## config.mk

```make
export PLATFORM = sky130hd
export DESIGN_NAME = lane_unpermute_buffer_flat
export DESIGN_NICKNAME = d
export VERILOG_FILES = /design/src/rtl/lane_unpermute_buffer_if.sv /design/src/rtl/lane_unpermute_buffer.sv /design/src/flat_wrapper.sv
export SDC_FILE = /design/constraint.sdc
export NUM_CORES = 1
export LEC_CHECK = 0
export BUFFER_PORTS_ARGS = -buffer_cell sky130_fd_sc_hd__buf_4
export CAP_MARGIN = 20
export CORE_MARGIN = 4
export CORE_UTILIZATION = 55
export CTS_CLUSTER_DIAMETER = 200
export CTS_CLUSTER_SIZE = 8
export DETAILED_ROUTE_END_ITERATION = 7
export PLACE_DENSITY_LB_ADDON = 0.15
export SYNTH_ARGS = -nofsm -noshare
export SYNTH_HDL_FRONTEND = slang
export SYNTH_SLANG_ARGS = --single-unit
```

## constraint.sdc

```tcl
create_clock -name clk -period 4.2 [get_ports clk]
set_input_delay 0.21 -clock clk [delete_from_list [all_inputs] [get_ports clk]]
set_output_delay 0.21 -clock clk [all_outputs]
set_load 0.005 [all_outputs]
```

## src/rtl/lane_unpermute_buffer_if.sv

```systemverilog
// Handshake bundle between the gather network (producer) and write-back (consumer).
// master = side driving beats in and ready out; slave = the unpermute buffer.
interface lane_unpermute_buffer_if #(
  parameter int N    = 4,
  parameter int W    = 8,
  parameter int SELW = 2
);
  logic              in_valid;
  logic              in_ready;
  logic [N*W-1:0]    in_bus;
  logic [N*SELW-1:0] sel_bus;
  logic              out_valid;
  logic              out_ready;
  logic [N*W-1:0]    out_bus;
  logic              out_perm_err;

  modport master (
    output in_valid, in_bus, sel_bus, out_ready,
    input  in_ready, out_valid, out_bus, out_perm_err
  );

  modport slave (
    input  in_valid, in_bus, sel_bus, out_ready,
    output in_ready, out_valid, out_bus, out_perm_err
  );
endinterface

```

## src/rtl/lane_unpermute_buffer.sv

```systemverilog
// Applies the inverse of the gather select to each beat and queues it in a DEPTH-entry FIFO.
// One-cycle latency; in_ready depends only on FIFO occupancy, never on out_ready.
module lane_unpermute_buffer #(
  parameter int N     = 4,
  parameter int W     = 8,
  parameter int SELW  = 2,
  parameter int DEPTH = 2
) (
  input  logic                   clk,
  input  logic                   rst,
  lane_unpermute_buffer_if.slave bus,
  input  logic                   err_clr,
  output logic                   err_sticky,
  output logic [15:0]            beat_cnt
);
  localparam int PW = $clog2(DEPTH);
  localparam int EW = N*W + 1;
  localparam logic [PW:0] FULL = (PW+1)'(DEPTH);

  logic [EW-1:0]       mem [DEPTH];
  logic [PW-1:0]       wr_ptr;
  logic [PW-1:0]       rd_ptr;
  logic [PW:0]         count;
  logic [N*W-1:0]      restored;
  logic                perm_err;
  logic [2**SELW-1:0]  seen;
  logic [SELW-1:0]     s;
  logic                push;
  logic                pop;

  // Ascending scan: a later source lane overwrites an earlier one on collision.
  always_comb begin
    restored = '0;
    perm_err = 1'b0;
    seen     = '0;
    s        = '0;
    for (int i = 0; i < N; i++) begin
      s = bus.sel_bus[i*SELW +: SELW];
      if (int'(s) >= N) begin
        perm_err = 1'b1;
      end else begin
        if (seen[s]) perm_err = 1'b1;
        seen[s] = 1'b1;
        restored[int'(s)*W +: W] = bus.in_bus[i*W +: W];
      end
    end
  end

  assign bus.in_ready  = (count != FULL);
  assign bus.out_valid = (count != '0);
  assign push          = bus.in_valid && bus.in_ready;
  assign pop           = bus.out_valid && bus.out_ready;
  assign {bus.out_bus, bus.out_perm_err} = mem[rd_ptr];

  always_ff @(posedge clk) begin
    if (rst) begin
      wr_ptr     <= '0;
      rd_ptr     <= '0;
      count      <= '0;
      err_sticky <= 1'b0;
      beat_cnt   <= '0;
      for (int e = 0; e < DEPTH; e++) mem[e] <= '0;
    end else begin
      if (push) begin
        mem[wr_ptr] <= {restored, perm_err};
        wr_ptr      <= wr_ptr + PW'(1);
      end
      if (pop) begin
        rd_ptr   <= rd_ptr + PW'(1);
        beat_cnt <= beat_cnt + 16'd1;
      end
      case ({push, pop})
        2'b10:   count <= count + 1'b1;
        2'b01:   count <= count - 1'b1;
        default: count <= count;
      endcase
      // A flagged push outranks a simultaneous clear.
      if (push && perm_err) err_sticky <= 1'b1;
      else if (err_clr)     err_sticky <= 1'b0;
    end
  end
endmodule

```

## src/flat_wrapper.sv

```systemverilog
// flat-port wrapper written by rule: the top's interface ports become plain ports
module lane_unpermute_buffer_flat 
#(
  parameter int N     = 4,
  parameter int W     = 8,
  parameter int SELW  = 2,
  parameter int DEPTH = 2
)
  (clk, rst, err_clr, err_sticky, beat_cnt, bus_in_valid, bus_in_bus, bus_sel_bus, bus_out_ready, bus_in_ready, bus_out_valid, bus_out_bus, bus_out_perm_err);
  lane_unpermute_buffer_if #(.N(N), .W(W), .SELW(SELW)) bus_i ();
  input  logic clk;
  input  logic rst;
  input  logic err_clr;
  output logic err_sticky;
  output logic [15:0] beat_cnt;
  input wire logic [$bits(bus_i.in_valid)-1:0] bus_in_valid;
  input wire logic [$bits(bus_i.in_bus)-1:0] bus_in_bus;
  input wire logic [$bits(bus_i.sel_bus)-1:0] bus_sel_bus;
  input wire logic [$bits(bus_i.out_ready)-1:0] bus_out_ready;
  output wire logic [$bits(bus_i.in_ready)-1:0] bus_in_ready;
  output wire logic [$bits(bus_i.out_valid)-1:0] bus_out_valid;
  output wire logic [$bits(bus_i.out_bus)-1:0] bus_out_bus;
  output wire logic [$bits(bus_i.out_perm_err)-1:0] bus_out_perm_err;
  assign bus_i.in_valid = bus_in_valid;
  assign bus_i.in_bus = bus_in_bus;
  assign bus_i.sel_bus = bus_sel_bus;
  assign bus_i.out_ready = bus_out_ready;
  assign bus_in_ready = bus_i.in_ready;
  assign bus_out_valid = bus_i.out_valid;
  assign bus_out_bus = bus_i.out_bus;
  assign bus_out_perm_err = bus_i.out_perm_err;
  lane_unpermute_buffer #(.N(N), .W(W), .SELW(SELW), .DEPTH(DEPTH)) u_core (.clk(clk), .rst(rst), .bus(bus_i), .err_clr(err_clr), .err_sticky(err_sticky), .beat_cnt(beat_cnt));
endmodule
```

# Word-level counts from Yosys, hierarchy flattened
# Memory sizes are Yosys's and may differ from the RTL's. A register that Yosys moved wholly into a read port is not among the register bits.
# Cells that the tools add are included.
# word_totals
register_bits,21
mem_bits_rw,66
in_bits,45
out_inout_bits,52
wordCells,80
memories,1
# op_classes
n_addsub,9
magnitude_cmp,7
eq_ne,3
shifts,8
muxes,34
bitwise,3
n_reduce_logical,10
# mem_list
name,words,width,rd,rd_clocked_by_memory_dff,write_ports,line_no,source
u_core.mem,2,33,1,1,2,lane_unpermute_buffer.sv:20,logic [EW-1:0] mem [DEPTH];
# op_table
cell,count
$neg 5->33,4
$shift 8x33->32 const A,4
$shiftx 8x33->32,4
$bwmux 32,3
$mux 33,1
$reduce_or 33->1,1
$and 32x32->32,1
$mux 1,22
$add 16x1->16 const B,1
$lt 2x3->1 const B,4
$bmux 1 s2,4
$or 4x4->4,2
$demux 1 s2,3
$ge 2x1->1 const B,3
$logic_and 1x1->1,6
$reduce_bool 2->1,3
$pmux 2 s2,1
$add 1x1->1 const B,2
$add 2x1->2 const B,1
$eq 2x1->1 const B,1
$eq 2x2->1 const B,1
$ne 2x2->1 const B,1
$sub 2x1->2 const B,1

# Logic depth before layout (Yosys ltp)
# depth
depth_word,11
depth_mapped,9
depth_no_buf,7

# Least setup slack after synthesis
# No wires, ideal clock.
# synth_path
path_kind,register to register
start,reg u_core.count[0]
end,mem u_core.mem[0][0] (netlist bit) (enable)
arrival_time_ns,2.257
t_required_ns,3.770
path_slack_ns,1.513
path_stages_with_launch,4
path_buffers,0
synth_period_minus_slack_ns,2.687
path_cell_list,dfxtp_1 nand2b_1 nand2_1 o21bai_1
# synth_rtl
item,line_no,source
from (decl),lane_unpermute_buffer.sv:23,logic [PW:0] count;
from (signal assigned),lane_unpermute_buffer.sv:73,2'b10: count <= count + 1'b1;
from (signal assigned),lane_unpermute_buffer.sv:74,2'b01: count <= count - 1'b1;
from (signal assigned),lane_unpermute_buffer.sv:75,default: count <= count;
to (decl),lane_unpermute_buffer.sv:20,

==> metrics <==
Ys Warns 0; Total Routed Length 13,500 um; Distinct cells, synth 56; # port buffers 96; Detail Route Antenna Nets 0; H-tree level count 3; Post-route DRC 11; total of max-cap violations 0; fraction of the cycle the final worst path needs 0.481; power per cell area 406 nW/um^2; required time at the worst-slack endpoint 4.31 ns; via count of the routed design 4,313; post-cts repair resize count 0; uppermost layer routed met4; fraction of synthesis flops using an asynchronous set or reset pin 0; CP startpoint kind input pin; post-route minimum period 2.02 ns; final count of hold timing violations 0; transition time of the tightest slew-check pin 0.882 ns; largest net degree at the start of global routing 35; timing-limited maximum frequency 0.495 GHz; Reg clk slew, reported paths 0.10 ns; detailed-route vias per instance 6.32; detailed placement HPWL 9850 um; aggregate global routing overflow 0; largest vdd supply drop 0.000223 V; result of the run finished with violations; Routed met2 length 6660 um; worst slew margin relative to its limit 0.408; placer's final routability congestion estimate 0.969; Clock Skews 0.0126 ns; Post-CTS Setup Bufs 0; end-of-flow core utilization 0.678; number of I/O pins 97; placeable core region 9200 um^2; area growth from synthesis to final layout 20.6%; die footprint 11,000 um^2; fill cell total of the finished layout 736; switching power share of the total 0.298; violation count after the first detailed-routing iteration 477; WS Path Type input pin to register; cts bufs inserted 9; unrepaired setup endpoints after global routing no; final setup slack of the worst path 2.18 ns; met3 WL 1150 um; Global Route Usage Sum 0.248; antenna violations before repair 0; via count of the first global-routing pass 4,249; global-route wire length before repair 21,700 um; Comb pwr share 0.296; sequential cell fraction of total power 0.431; sum of negative setup slack 0 ns; Clock power frac 0.273; die width 105 um; Finish-stage setup viols 0; Max Slew Vio Count 0; floorplan die height 105 um; CTS Root Buffer Type sky130_fd_sc_hd__clkbuf_8; Overall Power 2.53 mW; layout cell share with drive strength beyond 1 0.291; number of standard cells after synthesis 477; worst slack, placed 1.65 ns; predominant post-synthesis flop cell sky130_fd_sc_hd__edfxtp_1; arrival time at the worst endpoint 2.14 ns; static leakage 2.50 nW; Net Count, Synth 550; average wire length per cell after detail routing 19.9 um; hold buffer count at cts 0; total number of clock tree sinks 88; maximum root-to-sink buffer count 2; top library cells by usage in the layout, fill and taps aside sky130_fd_sc_hd__buf_4, sky130_fd_sc_hd__nor2_1, sky130_fd_sc_hd__edfxtp_1, sky130_fd_sc_hd__mux2_2, sky130_fd_sc_hd__ha_1; internal cell power 1.78 mW; Initial Util 0.562; Post-synth EDFFs 66; TritonCTS clock tree done; later-pin clock latency in the skew report 0.37 ns; commonest non-fill, non-tap cell in the layout sky130_fd_sc_hd__buf_4; sum of routed wire segments on met1 5370 um; power dissipated by switching net loads 0.753 mW; path type of the worst min-delay path input pin to register; per-instance average area after synthesis 10.8 um^2; area of the mapped netlist 5170 um^2; Site Rows 35; number of synthesized register bits 88; largest fanout of any net on the critical path 15; Antenna Cells 0; Nets 639; failing checks DRC; register area share after synthesis 0.468; drt first pass iters 8; Crit. End Element register
-- power by group through the flow --
stage / combinational [mW] / sequential (mW) / clock, mW
after global routing: 0.817 / 1.10 / 0.732
after CTS: 0.756 / 1.09 / 0.693
final: 0.748 / 1.09 / 0.690
after global placement: 0.730 / 1.10 / 0
after floorplan: 0.417 / 1.10 / 0
after detailed placement: 0.751 / 1.11 / 0
-- metrics by stage --
stage          instances  instance area [um^2]  hold slack, ns
5_1_grt              682                  6240           0.119
3_3_place_gp         664                  5970           0.479
4_1_cts              681                  6230           0.114
3_5_place_dp         665                  5990           0.486
2_1_floorplan        477                  5170           0.401
6_report             682                  6240           0.125
-- routing by layer --
metal  GRT usage  vias to the layer above
li1            -                     1994
met1       0.310                     2043
met2       0.428                      235
met3      0.0537                       41
met4      0.0797                        0
met5           0                        -
-- worst paths after layout --
path,start,endpoint,slack [ns],cells past startpoint
max,bus_sel_bus[4],u_core.mem[0][14]$_SDFFCE_PN0P_,2.18,8
min,err_clr,u_core.err_sticky$_SDFFE_PP0P_,0.12,3
max reg2reg,u_core.count[0]$_SDFFE_PP0P_,u_core.mem[1][17]$_SDFFCE_PN0P_,2.19,7
min reg2reg,u_core.beat_cnt[15]$_SDFFE_PP0P_,u_core.beat_cnt[15]$_SDFFE_PP0P_,0.50,2
-- synth_stat cells (2+ instances only) --
master,instances,share of area
sky130_fd_sc_hd__clkbuf_1,18,0.013
sky130_fd_sc_hd__a222oi_1,17,0.033
sky130_fd_sc_hd__ha_1,28,0.068
sky130_fd_sc_hd__a221o_1,2,0.0039
sky130_fd_sc_hd__nand3_1,7,0.0068
sky130_fd_sc_hd__nand2_1,15,0.011
sky130_fd_sc_hd__nor3_1,6,0.0058
sky130_fd_sc_hd__a21oi_1,8,0.0077
sky130_fd_sc_hd__xor2_1,8,0.014
sky130_fd_sc_hd__nor3b_1,2,0.0029
sky130_fd_sc_hd__nand2b_1,3,0.0036
sky130_fd_sc_hd__nor2b_1,11,0.013
sky130_fd_sc_hd__edfxtp_1,66,0.38
sky130_fd_sc_hd__nor2_1,92,0.067
sky130_fd_sc_hd__nand3b_1,2,0.0029
sky130_fd_sc_hd__and4_1,3,0.0051
sky130_fd_sc_hd__dfxtp_1,22,0.085
sky130_fd_sc_hd__buf_2,7,0.0068
sky130_fd_sc_hd__o21ai_1,5,0.0048
sky130_fd_sc_hd__a211o_1,2,0.0034
sky130_fd_sc_hd__xnor2_1,7,0.012
sky130_fd_sc_hd__and3_1,8,0.0097
sky130_fd_sc_hd__a32oi_1,10,0.017
sky130_fd_sc_hd__inv_1,11,0.0080
sky130_fd_sc_hd__a32o_1,2,0.0039
sky130_fd_sc_hd__mux2_2,33,0.072
sky130_fd_sc_hd__o21ai_0,2,0.0019
sky130_fd_sc_hd__a22oi_1,6,0.0087
sky130_fd_sc_hd__a2bb2oi_1,20,0.034
sky130_fd_sc_hd__nor4_1,5,0.0060
sky130_fd_sc_hd__a22o_1,16,0.027
sky130_fd_sc_hd__or3_1,5,0.0060
sky130_fd_sc_hd__nor4bb_1,3,0.0058
sky130_fd_sc_hd__and2_1,3,0.0036
-- state kept, by name, summed over array words and instances (netlist names), named ones only --
name,count
u_core.rd_ptr,1
u_core.beat_cnt,16
u_core.wr_ptr,1
u_core.mem,66
u_core.count,2
u_core.err_sticky,1
-- worst max-delay path: stages --
cell,delay [ns]
sky130_fd_sc_hd__buf_4,0.17
sky130_fd_sc_hd__inv_1,0.12
sky130_fd_sc_hd__ha_1,0.35
sky130_fd_sc_hd__nor2b_1,0.16
sky130_fd_sc_hd__and3_1,0.22
sky130_fd_sc_hd__nor2b_1,0.19
sky130_fd_sc_hd__a222oi_1,0.60
sky130_fd_sc_hd__nor2_1,0.11
-- cells by family (layout without fill, tap and decap cells) --
family                     count (synthesis)  in the layout  share of synthesized area
AOI/OAI and AO/OA                         97             97                      0.156
xor gates and xnor gates                  15             15                     0.0254
adders and majority gates                 28             28                     0.0677
buffers and inverters                     38            132                     0.0307
DFF                                       88             88                      0.468
muxes                                     35             35                     0.0781
and+or+nand+nor                          176            176                      0.173
-- layout make-up --
type,instances,area [um^2],share of cell area
flip-flops and latches,88,2420,0.388
clock buffers,9,124,0.0199
well taps,111,139,0.0223
multi-input cells,351,2590,0.416
repair buffers,104,798,0.128
inverters,12,45.0,0.00722
clock inverters,7,113,0.0181
Note: power is estimated with default switching activity, not from simulation.
